## src/rtl/johnson_decoder.sv

```systemverilog
// Johnson (twisted-ring) code decoder: converts a WIDTH-bit ring code to a binary index and
// one-hot vector, and monitors ring ordering with a lock FSM and a saturating error count.
module johnson_decoder #(
    parameter int unsigned WIDTH      = 5,
    parameter int unsigned IW         = 4,
    parameter int unsigned LOCK_COUNT = 2,
    parameter bit          ALLOW_HOLD = 1'b1
) (
    input  logic                 clk,
    input  logic                 clear,
    input  logic [WIDTH-1:0]     code,
    input  logic                 code_valid,
    output logic [IW-1:0]        index,
    output logic [2*WIDTH-1:0]   onehot,
    output logic                 out_valid,
    output logic                 legal,
    output logic                 seq_err,
    output logic                 locked,
    output logic [7:0]           err_count
);

    localparam int unsigned NSTATES = 2 * WIDTH;
    localparam int unsigned RW      = $clog2(LOCK_COUNT + 1);

    typedef enum logic {StUnlocked, StLocked} state_e;

    state_e          r_state;
    state_e          w_state_d;
    logic [RW-1:0]   r_run;
    logic [RW-1:0]   w_run_d;
    logic [IW-1:0]   r_index;
    logic            r_legal;
    logic            r_out_valid;
    logic            r_seq_err;
    logic            w_seq_err_d;
    logic [7:0]      r_err_count;
    logic [7:0]      w_err_count_d;

    logic [WIDTH-1:0] w_low;
    logic [WIDTH-1:0] w_low_inc;
    logic             w_legal;
    logic [IW-1:0]    w_pop;
    logic [IW-1:0]    w_idx;
    logic [IW-1:0]    w_nxt;
    logic             w_is_nxt;
    logic             w_is_hold;
    logic             w_in_order;

    // A legal code, after inverting the upper half of the ring, is a run of ones from bit 0.
    assign w_low     = code[WIDTH-1] ? ~code : code;
    assign w_low_inc = w_low + {{(WIDTH-1){1'b0}}, 1'b1};
    assign w_legal   = ((w_low & w_low_inc) == '0);

    always_comb begin
        w_pop = '0;
        for (int i = 0; i < WIDTH; i++) begin
            w_pop = w_pop + IW'(code[i]);
        end
    end

    // Upper half: WIDTH + zeros == 2*WIDTH - ones.
    assign w_idx = code[WIDTH-1] ? (IW'(NSTATES) - w_pop) : w_pop;

    // r_index only updates on legal codes, so it doubles as the previous-index register.
    assign w_nxt      = (r_index == IW'(NSTATES - 1)) ? '0 : r_index + IW'(1);
    assign w_is_nxt   = w_legal && (w_idx == w_nxt);
    assign w_is_hold  = w_legal && (w_idx == r_index);
    assign w_in_order = w_is_nxt || (ALLOW_HOLD && w_is_hold);

    always_comb begin
        w_state_d     = r_state;
        w_run_d       = r_run;
        w_seq_err_d   = 1'b0;
        w_err_count_d = r_err_count;
        if (code_valid) begin
            unique case (r_state)
                StUnlocked: begin
                    if (!w_legal) begin
                        w_run_d = '0;
                    end else if ((r_run == '0) || w_is_nxt) begin
                        w_run_d = r_run + RW'(1);
                    end else begin
                        w_run_d = RW'(1);
                    end
                    if (w_legal && (w_run_d >= RW'(LOCK_COUNT))) begin
                        w_state_d = StLocked;
                    end
                end
                StLocked: begin
                    if (!w_in_order) begin
                        w_seq_err_d = 1'b1;
                        w_state_d   = StUnlocked;
                        w_run_d     = w_legal ? RW'(1) : '0;
                        if (r_err_count != 8'hff) begin
                            w_err_count_d = r_err_count + 8'd1;
                        end
                    end
                end
                default: begin
                    w_state_d = StUnlocked;
                    w_run_d   = '0;
                end
            endcase
        end
    end

    always_ff @(posedge clk or posedge clear) begin
        if (clear) begin
            r_state     <= StUnlocked;
            r_run       <= '0;
            r_index     <= '0;
            r_legal     <= 1'b0;
            r_out_valid <= 1'b0;
            r_seq_err   <= 1'b0;
            r_err_count <= '0;
        end else begin
            r_state     <= w_state_d;
            r_run       <= w_run_d;
            r_out_valid <= code_valid;
            r_seq_err   <= w_seq_err_d;
            r_err_count <= w_err_count_d;
            if (code_valid) begin
                r_legal <= w_legal;
                if (w_legal) begin
                    r_index <= w_idx;
                end
            end
        end
    end

    always_comb begin
        onehot = '0;
        for (int i = 0; i < NSTATES; i++) begin
            onehot[i] = r_out_valid && r_legal && (r_index == IW'(i));
        end
    end

    assign index     = r_index;
    assign out_valid = r_out_valid;
    assign legal     = r_legal;
    assign seq_err   = r_seq_err;
    assign locked    = (r_state == StLocked);
    assign err_count = r_err_count;

endmodule

```

## config.mk

```make
export PLATFORM = sky130hd
export DESIGN_NAME = johnson_decoder
export DESIGN_NICKNAME = d
export VERILOG_FILES = /design/src/rtl/johnson_decoder.sv
export SDC_FILE = /design/constraint.sdc
export NUM_CORES = 1
export LEC_CHECK = 0
export ABC_AREA = 1
export CAP_MARGIN = 5
export CORE_MARGIN = 2
export CORE_UTILIZATION = 48
export CTS_CLUSTER_DIAMETER = 60
export DETAILED_ROUTE_END_ITERATION = 8
export GPL_ROUTABILITY_DRIVEN = 0
export PLACE_DENSITY = 0.88
export RECOVER_POWER = 25
export REMOVE_ABC_BUFFERS = 1
export SLEW_MARGIN = 20
export SYNTH_ARGS = -nofsm -noshare
export SYNTH_HDL_FRONTEND = slang
export SYNTH_SLANG_ARGS = --single-unit
```

## constraint.sdc

```tcl
create_clock -name clk -period 2 [get_ports clk]
set_input_delay 0.5 -clock clk [delete_from_list [all_inputs] [get_ports clk]]
set_output_delay 0.5 -clock clk [all_outputs]
set_load 0.01 [all_outputs]
```

**After elaboration in Yosys (flattened, before gate mapping)**

Cells that the tools add are included.
Widths: inputs -> output; s select.

- Bits in registers: 18
- Logic and storage cells: 72

- $add $sub $neg: 9
- Magnitude comparators: 1
- Eq/ne operators: 13
- Muxes and demuxes: 16
- Bitwise operators: 4
- Reductions and logical operators: 22

Operator list:

| kind | count |
|---|---|
| $eq 4x3->1 const B | 4 |
| $logic_and 1x1->1 | 14 |
| $mux 2 | 5 |
| $add 8x1->8 const B | 1 |
| $eq 4x2->1 const B | 2 |
| $eq 4x4->1 | 2 |
| $eq 4x4->1 const B | 2 |
| $mux 4 | 2 |
| $ne 8x8->1 const B | 1 |
| $mux 1 | 6 |
| $add 5x1->5 const B | 1 |
| $and 5x5->5 | 1 |
| $logic_not 5->1 | 1 |
| $mux 5 | 1 |
| $not 5->5 | 1 |
| $add 3x1->4 | 1 |
| $add 4x1->4 | 1 |
| $add 4x1->4 const B | 1 |
| $eq 4x1->1 const B | 1 |
| $logic_not 4->1 | 1 |
| $pmux 2 s2 | 1 |
| $reduce_and 2->1 | 2 |
| $reduce_and 4->1 | 1 |
| $sub 4x4->4 const A | 1 |
| 9 further kinds | 11 |

**Depth between registers and ports, before layout**

Gate-level depths: netlist (run 1).

- Depth in word-level cells: 17
- Depth in mapped cells: 17

**Least setup slack after synthesis (run 1)**

No wires, ideal clock.

- Path kind: input to register
- Start point: input code[0]
- End point: register r_err_count[4] (netlist: err_count[4])
- Arrival time: 2.985 ns
- Required time: 1.935 ns
- Slack: -1.050 ns
- Stages on the path: 14
- Buffers on the path: 0
- Cell sequence: inv_1 > fa_1 > inv_1 > fa_1 > fa_1 > nand2_1 > o21ai_2 > xnor2_1 > nor2_1 > nand3_1 > nand2_4 > nor3_4 > nand2_1 > nand2_1

- Word-level cells in the longest chain between the ends: 11

Ends and longest elaborated chain:

| element | line | source |
|---|---|---|
| start, declared | 11 | `input logic [WIDTH-1:0] code,` |
| $add 1x1->2 * | 57 | `w_pop = w_pop + IW'(code[i]);` |
| $add 2x1->3 * | 57 |  |
| $add 3x1->4 * | 57 |  |
| $add 4x1->4 * | 57 |  |
| $sub 4x4->4 | 62 | `assign w_idx = code[WIDTH-1] ? (IW'(NSTATES) - w_pop) : w_pop;` |
| $mux 4 * | 62 |  |
| net w_idx[0] | 43 | `logic [IW-1:0] w_idx;` |
| $eq 4x4->1, on equally long branches | 66, 67 |  |
| $logic_and 1x1->1, on equally long branches | 66, 67 |  |
| $logic_or 1x1->1 * | 68 | `assign w_in_order = w_is_nxt \|\| (ALLOW_HOLD && w_is_hold);` |
| $not 1->1 (no source line) * | n/a |  |
| $reduce_and 4->1 (no source line) * | n/a |  |
| end signal, assigned | 121 | `r_err_count <= w_err_count_d;` |
| end, declared | 36 | `logic [7:0] r_err_count;` |

Mark *: on every way through the listed nets, which the timed path passes. The rest lies on a longest branch.
A chain may end at the register's enable or synchronous reset.

**Final worst setup path (run 1)**

- Start point: input code[3]
- End point: register r_err_count[5] (netlist: err_count[5])

- Word-level cells in the longest chain between the ends: 9

Ends and longest elaborated chain:

| element | line |
|---|---|
| $add 3x1->4 * | 57 |
| $add 4x1->4 * | 57 |
| $sub 4x4->4 | 62 |
| $mux 4 * | 62 |
| net w_idx[0] | 43 |
| $eq 4x4->1, on equally long branches | 66, 67 |
| $logic_and 1x1->1, on equally long branches | 66, 67 |
| $logic_or 1x1->1 * | 68 |
| $not 1->1 (no source line) * | n/a |
| $reduce_and 4->1 (no source line) * | n/a |

Marks and branches as above.

==> results of run 1 <==
-- tightest hold or removal path, cell delays in order, from the launching register on --
cell	delay (ps)
dfrtp_1	360
nand2_1	70
nand2_1	60
-- metrics by stage --
step | total power (W) | setup TNS [ps] | utilization, %
6_report | 0.00153 | -10910 | 72.5
5_1_grt | 0.00165 | -13160 | 72.5
4_1_cts | 0.00150 | -11380 | 70.7
3_5_place_dp | 0.00122 | -24350 | 66.7
3_3_place_gp | 0.00119 | -23220 | 66.7
2_1_floorplan | 0.000923 | -13600 | -
-- per-layer routing --
| layer | share of wire (%) | up-vias | wire, um |
|---|---|---|---|
| met2 | 52 | 34 | 1610 |
| met4 | 1.1 | 0 | 34 |
| met1 | 43 | 656 | 1340 |
| li1 | - | 703 | - |
| met3 | 3.9 | 3 | 121 |
| met5 | 0 | - | 0 |
-- kinds of logic (layout without fill, tap and decap cells) --
family | count (synthesis) | count (layout) | synth area share (%)
simple gates | 124 | 124 | 41.4
flops | 18 | 18 | 34.0
fa+ha+maj | 7 | 7 | 8.32
buf+inv | 27 | 88 | 7.75
xor+xnor | 9 | 9 | 5.95
compound gates | 6 | 6 | 2.55
-- final cells by class --
| type | count | area, um2 |
|---|---|---|
| inverter | 26 | 100 |
| timing repair buffer | 58 | 526 |
| multi-input combinational | 146 | 793 |
| sequential | 18 | 453 |
| tap | 31 | 38.8 |
| fill | 209 | 739 |
| clock buffer | 4 | 36.3 |
-- registers in the layout, indices dropped and copies added (netlist names) --
signal and flops:
out_valid 1, r_run 2, seq_err 1, legal 1, index 4, err_count 8
locked 1
-- Yosys cell counts (all sizes together) --
cell type  number  area (um2)
clkinv          1        3.75
xor2            4        35.0
ha              4        50.1
dfrtp          18         450
nor3            3        26.3
nand4           1        6.26
nand2          81         329
nor2           23        96.4
o21ai           6        33.8
fa              3        60.1
inv            25        93.8
nand3          16        90.1
buf             1        5.00
xnor2           5        43.8
-- path summary, 6_finish.rpt --
path / start / end / slack [ps] / cells past startpoint
worst max-delay path: code[3] / err_count[5]$_DFFE_PP0P_ / -880 / 16
worst min-delay path: r_run[0]$_DFFE_PP0P_ / r_run[0]$_DFFE_PP0P_ / 520 / 2
worst max register to register: index[0]$_DFFE_PP0P_ / err_count[5]$_DFFE_PP0P_ / 300 / 12
worst min register to register: r_run[0]$_DFFE_PP0P_ / r_run[0]$_DFFE_PP0P_ / 520 / 2
max in group asynchronous: clear / index[0]$_DFFE_PP0P_ / 480 / 3
min in group asynchronous: clear / err_count[5]$_DFFE_PP0P_ / 900 / 3
-- report_power, final --
group	switching, W	internal (W)
clock	0.000109	0.000111
combinational	0.000415	0.000391
sequential	0.0000713	0.000428
total	0.000595	0.000931
-- timing repair --
action,in CTS,in global routing
hold endpoints to repair,0,0
pin swaps,11,13
resized for setup,36,13
endpoints found under the setup margin,26,18
buffers inserted,8,3
==> results.md, run 1 <==
* Syn Area/Cell at 6.93 um2
* H-tree Lvls at 1
* Final ANT Viol Nets at 0
* Max Fanout on Critical Path at 4
* Clock Path Buffers at 2
* Final WS setup at -878 ps
* Die H at ~57 um
* Die ar. at roughly 0.0032 mm2
* HPWL Detailed at ~2400 um
* Most frequent cells in the layout: nand2_1 (70), buf_4 (22), nor2_1 (20)
* Dpl cell area at approximately 0.0018 mm2
* Root Driver: clkbuf_4
* Post-synthesis cell area at between 0.001 and 0.0015 mm2
* CTS buffer count at 3
* Num rows at 19
* YS warnings at 0
* Max VDD drop at 764 uV
* Failing checks: negative setup slack
* Worst hold path class: flip-flop to flip-flop
* Fin nets at ~270
* Crit. End Element: flip-flop
* Pre-CTS WS at -1750 ps
* Kind of critical path: primary input to flip-flop
* GRT Util Overall at a little over a fifth
* Hold Slack at between 500 and 600 ps
* FMAX at ~350 MHz
* Total of max-cap violations at 0
* RSZ-0062 raised after global routing: yes
* Worst-margin pin slew at between 900 and 1000 ps
* Worst path cell trace: buf_8, inv_4, fa_1, inv_1, fa_2, fa_1, nand2_1, o21ai_2, xnor2_1, nor2_1, nand3_1, nand2_4, nor3_4, buf_6, nand2_2, nand2_2
* Outcome: finished, violations left
* Final cell count without fillers at between 200 and 300
* CTS tree: done
* P&R area growth vs syn at 47.1%
* Crit path DAT at ~3100 ps
* WP data required at around 2200 ps
* Cells after synthesis at 191
* Critical Path Source Type: primary input
* Pwr/cell area at between 700 and 800 mW/mm2
* Commonest non-fill, non-tap cell in the layout: nand2_1
* Met3 Resource Use GR at 4.61%
* # IOs at 34
* Largest net degree at the start of global routing at 19
* Pins Over Slew Limit at 0
* TritonCTS Sinks at 18
* Drt total wl at a little over 3000 um
* Pleak at around 1.1 nW
* Initial antenna violation count at 0
* CP bufs+invs at 4
* Met1 Use GR at 26.2%
* DR WL/cell at around 11 um
* Clock transition at path regs at ~100 ps
* Global Route met2 Usage at roughly two fifths
* Clock Skews at 5.74 ps
* Routed vias at about 1400
* Gr ovfl total at 0
* Antenna Cells at 0
* First-pass GRT wire length at approximately 5600 um
* Count of input and output buffers at 33
* Final cycle utilization of the critical path at 144%
* Synth unique cells at 22
* Cts hold-fix bufs at 0
* Core Box Area at ~0.0027 mm2
* Vias in the first global route at approximately 1300
* #FFs+latches synth at 18
* DR vias/cell at 4.93
* Final hold violations at 0
* Max-Slew Margin vs Limit at 38.4%
* Clock Latency Late Sink at between 200 and 300 ps
* Placed cells at 268
* Die span in x at 56.5 um
* Final setup violating endpoints at 15
* First-pass DRT Iterations at 6
* DRC violations left at 0
* Critical path's slowest cell: fa_1
* Layout cells sized above 1 at a little under a quarter
* Seq/Total Area, Yosys at between 30% and 40%
* Cell family with most CP delay: adder cells
* Worst path max stage delay at 540 ps
* Final instance area at between 0.0015 and 0.002 mm2
* Initial core utilization at a little under 50%
* DR iter-0 viols at 31
* Most Used Layer, Global Route: met2
* Period minus WS final at 2880 ps
(Power assumes the default switching activity.)
==> run 2: changes to the inputs <==
CORE_UTILIZATION = 52   (was 48)
PLACE_DENSITY = 0.93   (was 0.88)
clock period = 3.54 ns   (was 2 ns; I/O delays follow)
==> results.md, run 2 (synthesis gave the netlist of run 1 again) <==
* Pleak at 0.918 nW (-13%)
* HPWL Detailed at 2330 um (-1.6%)
* Drt total wl at 2960 um (-4.8%)
* Worst path cell trace: dlygate4sd2_1, inv_2, fa_1, inv_1, fa_2, fa_1, nand2_1, o21ai_2, nand2_1, nand2_1, nor2_1, nand3_2, nand2_4, nor3_4, buf_6, nand2_1, nand2_1
* Outcome: complete, no violations
* CTS tree: done
* NetSw at 0.000326 W (-45%)
* Clock power share at 15.3% (+0.9 points)
* Commonest non-fill, non-tap cell in the layout: nand2_1
* Core Box Area at 0.00245 mm2 (-8.6%)
* Worst-margin pin slew at 651 ps (-272 ps)
* # IOs at 34 (unchanged)
* CTS buffer count at 3 (unchanged)
* DRC violations left at 0 (unchanged)
* Most frequent cells in the layout: nand2_1 (75), clkdlybuf4s50_1 (28), nor2_1 (21)
* Worst path max stage delay at 540 ps (about the same)
* Final instance area at 0.00180 mm2 (-7.7%)
* Sequential Power Share at 36.3% (+3.5 points)
* Kind of critical path: primary input to flip-flop
* Critical path's slowest cell: fa_2
* Final core occ at 73.2% (+0.72 points)
* Die ar. at 0.00297 mm2 (-7.2%)
* Clock Path Buffers at 2 (unchanged)
* TritonCTS Sinks at 18 (unchanged)
* Crit path DAT at 3590 ps (+470 ps)
* WP data required at 3730 ps (+1490 ps)
* FMAX at roughly 300 MHz
* Final cycle utilization of the critical path at a little over nine tenths
* Clock transition at path regs at 90 ps (about the same)
* Flop2flop setup slack at 1760 ps (+1460 ps)
* Max VDD drop at 344 uV (-55%)
* Count of input and output buffers at 33 (unchanged)
* DR WL/cell at 11.1 um (+0.91%)
* Pint at 0.000482 W (-48%)
* Max reg flops at 8 (unchanged)
* Worst Setup EP: err_count[3]$_DFFE_PP0P_
* Crit. End Element: flip-flop
* Period minus WS final at ~3400 ps
* Pins Over Slew Limit at 0 (unchanged)
* Dpl cell area at 0.00173 mm2 (-3.4%)
* Layout cells sized above 1 at 14.8% (-9.0 points)
* Pwr/cell area at 450 mW/mm2 (-43%)
* Worst R2R End: err_count[3]$_DFFE_PP0P_
* Clock Latency Late Sink at 300 ps (about the same)
* Final setup violating endpoints at 0 (-15)
* GRT Util Overall at 23.4% (+1.9 points)
* Final hold violations at 0 (unchanged)
* Filler cell count at 186 (-11%)
* DR vias/cell at 4.97 (+0.83%)
* DR iter-0 viols at 38 (+23%)
* Largest net degree at the start of global routing at 19 (unchanged)
* Routed vias at 1328 (-4.9%)
* Num rows at 18 (-1)
* Gr ovfl total at 0 (unchanged)
* Die H at 54.5 um (-3.6%)
* Vias in the first global route at 1171 (-12%)
* Cell mode on critical path: nand2_1
* Combinational fraction of design power at 48.3% (-4.5 points)
* Crit path launch: code[3]
* Worst hold path class: flip-flop to flip-flop
* H-tree Lvls at 1 (unchanged)
* Final ANT Viol Nets at 0 (unchanged)
* Critical Path Source Type: primary input
* First-pass DRT Iterations at 4 (-2)
* Total of max-cap violations at 0 (unchanged)
* First-pass GRT wire length at 4910 um (-12%)
* Initial core utilization at 53.9% (+4.6 points)
* P&R area growth vs syn at 35.7%
* Antenna Cells at 0 (unchanged)
* Fin nets at 253 (-5.6%)
* Net Sw Frac at 40.3% (+1.3 points)
* Reg2reg path depth at 13 (+1)
* Max Fanout on Critical Path at 5 (+1)
* Die span in x at 54.5 um (-3.6%)
* Max-Slew Margin vs Limit at 56.5% (+18 points)
* RSZ-0062 raised after global routing: no
* Initial antenna violation count at 0 (unchanged)
* Worst r2r src: index[2]$_DFFE_PP0P_
* Clock Skews at 2.75 ps (-2.99 ps)
* Root Driver: clkbuf_4
==> run 2: cell types whose count changed in the layout (fill, tap and decap cells not counted), moves of 3 or more <==
cell             before  now
buf_4                22    8
clkdlybuf4s50_1      17   28
dlygate4sd2_1         7    1
nand2_1              70   75
nand2_2               9    4
clkdlybuf4s15_1       3    0
==> run 2: metrics by stage <==
| step | worst slack (ps) | power, W | cells | hold WS (ps) | TNS, ps |
|---|---|---|---|---|---|
| 4_1_cts | 26.3 | 0.000803 | 266 | 487 | 0 |
| 6_report | 144 | 0.000808 | 267 | 482 | 0 |
| 5_1_grt | 13.0 | 0.000879 | 267 | 536 | 0 |
| 3_5_place_dp | -630 | 0.000670 | 259 | 466 | -6530 |
| 2_1_floorplan | 104 | 0.000521 | 190 | 442 | 0 |
| 3_3_place_gp | -515 | 0.000655 | 259 | 453 | -5540 |
==> run 2: final cells by class <==
cell class	instances	area, um2	area share (%)
Tap cell	30	37.5	2.09
Clock buffer	4	36.3	2.02
Multi-Input combinational cell	146	773	43.0
Timing Repair Buffer	43	402	22.4
Sequential cell	18	450	25.1
Inverter	26	97.6	5.43
==> run 2: critical path, delay by kind of cell <==
| kind | cells | cell delay (ps) |
|---|---|---|
| AOI/OAI and AO/OA | 1 | 90 |
| adders and majority gates | 3 | 1420 |
| buffers and inverters | 4 | 450 |
| and+or+nand+nor | 9 | 740 |
==> run 2: worst min-delay path by stage <==
stage                               startpoint                    to  slack (ps)  depth (start not counted)
after floorplan           r_run[0]$_DFFE_PP0P_  r_run[0]$_DFFE_PP0P_         440                          2
after global placement    r_run[0]$_DFFE_PP0P_  r_run[0]$_DFFE_PP0P_         450                          2
after detailed placement  r_run[0]$_DFFE_PP0P_  r_run[0]$_DFFE_PP0P_         470                          2
after CTS                 r_run[0]$_DFFE_PP0P_  r_run[0]$_DFFE_PP0P_         490                          2
after global routing      r_run[0]$_DFFE_PP0P_  r_run[0]$_DFFE_PP0P_         540                          2
final                     r_run[0]$_DFFE_PP0P_  r_run[0]$_DFFE_PP0P_         480                          2
==> run 2: timing repair <==
action | 4_1_cts | 5_1_grt
buffers inserted | 3 | 1
hold buffers | 0 | 0
setup endpoints to repair | 11 | 11
resized for setup | 6 | 6
pin swaps | 6 | 6
==> run 2: power by group through the flow <==
stage | clock network, W | logic [W] | registers [W]
final | 0.000124 | 0.000391 | 0.000294
after global routing | 0.000139 | 0.000441 | 0.000300
after CTS | 0.000127 | 0.000383 | 0.000293
after detailed placement | 0 | 0.000373 | 0.000297
after global placement | 0 | 0.000359 | 0.000296
after floorplan | 0 | 0.000221 | 0.000301
==> run 2: metal layers <==
metal	track usage [%]	part of all wire, %
met5	0	0
met4	8.75	1.6
met1	28.9	44
met2	40.0	50
met3	4.92	4.6
==> run 3: changes to the inputs <==
CORE_MARGIN = 3   (was 2)
==> results.md, run 3 (synthesis gave the netlist of run 1 again) <==
* RSZ-0062 raised after global routing: no
* Core Box Area at 0.00232 mm2 (-5.6%)
* DR vias/cell at 4.84 (-2.6%)
* Sequential Power Share at 37.0% (+0.7 points)
* Max reg flops at 8 (unchanged)
* Worst path max stage delay at 510 ps (-30 ps)
* Worst R2R End: err_count[6]$_DFFE_PP0P_
* Cell count along the critical path at 17 (unchanged)
* Max VDD drop at 427 uV (+24%)
* GRT Util Overall at 19.1% (-4.3 points)
* NetSw at 0.000319 W (-2.2%)
* Die H at 56.5 um (+3.7%)
* Multi-input gate area at 773 um2 (unchanged)
* TritonCTS Sinks at 18 (unchanged)
* Routed vias at 1274 (-4.1%)
* Root Driver: clkbuf_4
* Pins Over Slew Limit at 0 (unchanged)
* DR iter-0 viols at 31 (-18%)
* Final WS setup at 168 ps (+24.4 ps)
* Fin nets at 251 (-0.79%)
* DR WL/cell at 11.0 um (-0.99%)
* H-tree Lvls at 1 (unchanged)
* Placed cells at 256 (-1.2%)
* First-pass GRT wire length at 4840 um (-1.3%)
* Vias in the first global route at 1142 (-2.5%)
* Crit path launch: code[1]
* Worst r2r src: index[2]$_DFFE_PP0P_
* Die ar. at 0.00319 mm2 (+7.5%)
* Layout cells sized above 1 at 13.6% (-1.2 points)
* Count of input and output buffers at 33 (unchanged)
* Dpl cell area at 0.00172 mm2 (-0.58%)
* Cts hold-fix bufs at 0 (unchanged)
* Die span in x at 56.5 um (+3.7%)
* First-pass DRT Iterations at 4 (unchanged)
* Cell family with most CP delay: adder cells
* Kind of critical path: primary input to flip-flop
* Max-Slew Margin vs Limit at 57.4% (+0.88 points)
* Most frequent cells in the layout: nand2_1 (75), clkdlybuf4s50_1 (28), nor2_1 (20)
* CTS tree: done
* Reg2reg path depth at 13 (unchanged)
* Worst hold path class: flip-flop to flip-flop
* Crit. End Element: flip-flop
* Antenna Cells at 0 (unchanged)
* Final setup violating endpoints at 0 (unchanged)
* Clock Skews at 1.78 ps (-0.976 ps)
* P&R area growth vs syn at 34.5%
* Net Sw Frac at 40.1% (-0.24 points)
* Critical path's slowest cell: fa_1
* CTS buffer count at 3 (unchanged)
* Gr ovfl total at 0 (unchanged)
* Flop2flop setup slack at 1780 ps (+20 ps)
* Register area at 450 um2 (unchanged)
* Final hold violations at 0 (unchanged)
* Num rows at 17 (-1)
* Total of max-cap violations at 0 (unchanged)
* Clock transition at path regs at 90 ps (about the same)
* Pre-CTS WS at -586 ps (+44.0 ps)
* DRC violations left at 0 (unchanged)
* Final cycle utilization of the critical path at 95.3% (-0.69 points)
* CP bufs+invs at 4 (unchanged)
* Worst Setup EP: err_count[6]$_DFFE_PP0P_
* PnR Total Power at 0.000795 W (-1.6%)
* Pleak at 0.909 nW (-1.0%)
* Final cell count without fillers at 263 (-1.5%)
* Period minus WS final at 3370 ps (-24.4 ps)
* Hold depth at 2 (unchanged)
* Worst path cell trace: dlygate4sd2_1, inv_2, fa_1, inv_1, fa_1, fa_1, nand2_1, o21ai_2, nand2_1, nand2_1, nor2_1, nand3_2, nand2_4, nor3_4, buf_4, nand2_1, nand2_1
* Clock Path Buffers at 2 (unchanged)
* Worst-margin pin slew at 638 ps (-13.2 ps)
* Clock Latency Late Sink at 290 ps (about the same)
* Critical Path Source Type: primary input
* Final ANT Viol Nets at 0 (unchanged)
* Max Fanout on Critical Path at 4 (-1)
* Crit path DAT at 3560 ps (-30 ps)
* Drt total wl at 2880 um (-2.5%)
* HPWL Detailed at 2290 um (-1.9%)
* Cell mode on critical path: nand2_1
* Clock power share at 15.2% (about the same)
* Final instance area at 0.00178 mm2 (-0.90%)
* Initial antenna violation count at 0 (unchanged)
* Initial core utilization at 57.1% (+3.2 points)
* Combinational fraction of design power at 47.8% (-0.5 points)
* Commonest non-fill, non-tap cell in the layout: nand2_1
* Pwr/cell area at 447 mW/mm2 (-0.70%)
* Outcome: complete, no violations
* Pint at 0.000476 W (-1.2%)
* # IOs at 34 (unchanged)
* Filler cell count at 173 (-7.0%)
* Hold Slack at 479 ps (-2.96 ps)
* Largest net degree at the start of global routing at 19 (unchanged)
* WP data required at 3730 ps (about the same)
* FMAX at 297 MHz (+0.72%)
run 3: worst register-to-register path, delay by kind of cell, from the launching register on:
family                 cells  cell delay (ps)
DFF                        1              460
and+or+nand+nor           11              920
buffers and inverters      2              280
run 3: through the flow:
stage               util [%]  setup TNS [ps]
floorplan                  -               0
global placement        74.3           -5360
detailed placement      74.3           -6330
CTS                     76.8               0
global route            76.8               0
finish                  76.8               0
run 3: worst min path at each step:
stage	from	to	slack, ps
final	r_run[0]$_DFFE_PP0P_	r_run[0]$_DFFE_PP0P_	480
after global routing	r_run[0]$_DFFE_PP0P_	r_run[0]$_DFFE_PP0P_	510
after CTS	r_run[0]$_DFFE_PP0P_	r_run[0]$_DFFE_PP0P_	480
after detailed placement	r_run[0]$_DFFE_PP0P_	r_run[0]$_DFFE_PP0P_	460
after global placement	r_run[0]$_DFFE_PP0P_	r_run[0]$_DFFE_PP0P_	450
after floorplan	r_run[0]$_DFFE_PP0P_	r_run[0]$_DFFE_PP0P_	440
run 3: timing repair:
| action | in CTS | in global routing |
|---|---|---|
| hold endpoints to repair | 0 | 0 |
| setup buffers | 3 | 0 |
| setup endpoints to repair | 11 | 11 |
| gates resized for setup | 6 | 4 |
| pin swaps | 6 | 7 |
run 3: routing by layer:
metal | global-route usage (%) | part of all wire (%) | vias to the layer above
li1 | - | - | 672
met1 | 25.0 | 46 | 570
met2 | 30.4 | 49 | 32
met3 | 5.52 | 4.4 | 0
met4 | 6.10 | 0 | 0
met5 | 0 | 0 | -
run 3: power groups by stage:
stage          Sequential [W]  Clock [W]  Combinational [W]
2_1_floorplan        0.000301          0           0.000221
3_3_place_gp         0.000295          0           0.000359
3_5_place_dp         0.000297          0           0.000370
4_1_cts              0.000293   0.000125           0.000380
5_1_grt              0.000301   0.000135           0.000426
6_report             0.000294   0.000121           0.000380
run 3: area by class of cell:
class	count	share of cell area, %
multi-input combinational	146	43.4
sequential	18	25.3
timing repair buffer	41	21.8
inverter	26	5.48
clock buffer	4	2.04
tap	28	1.97
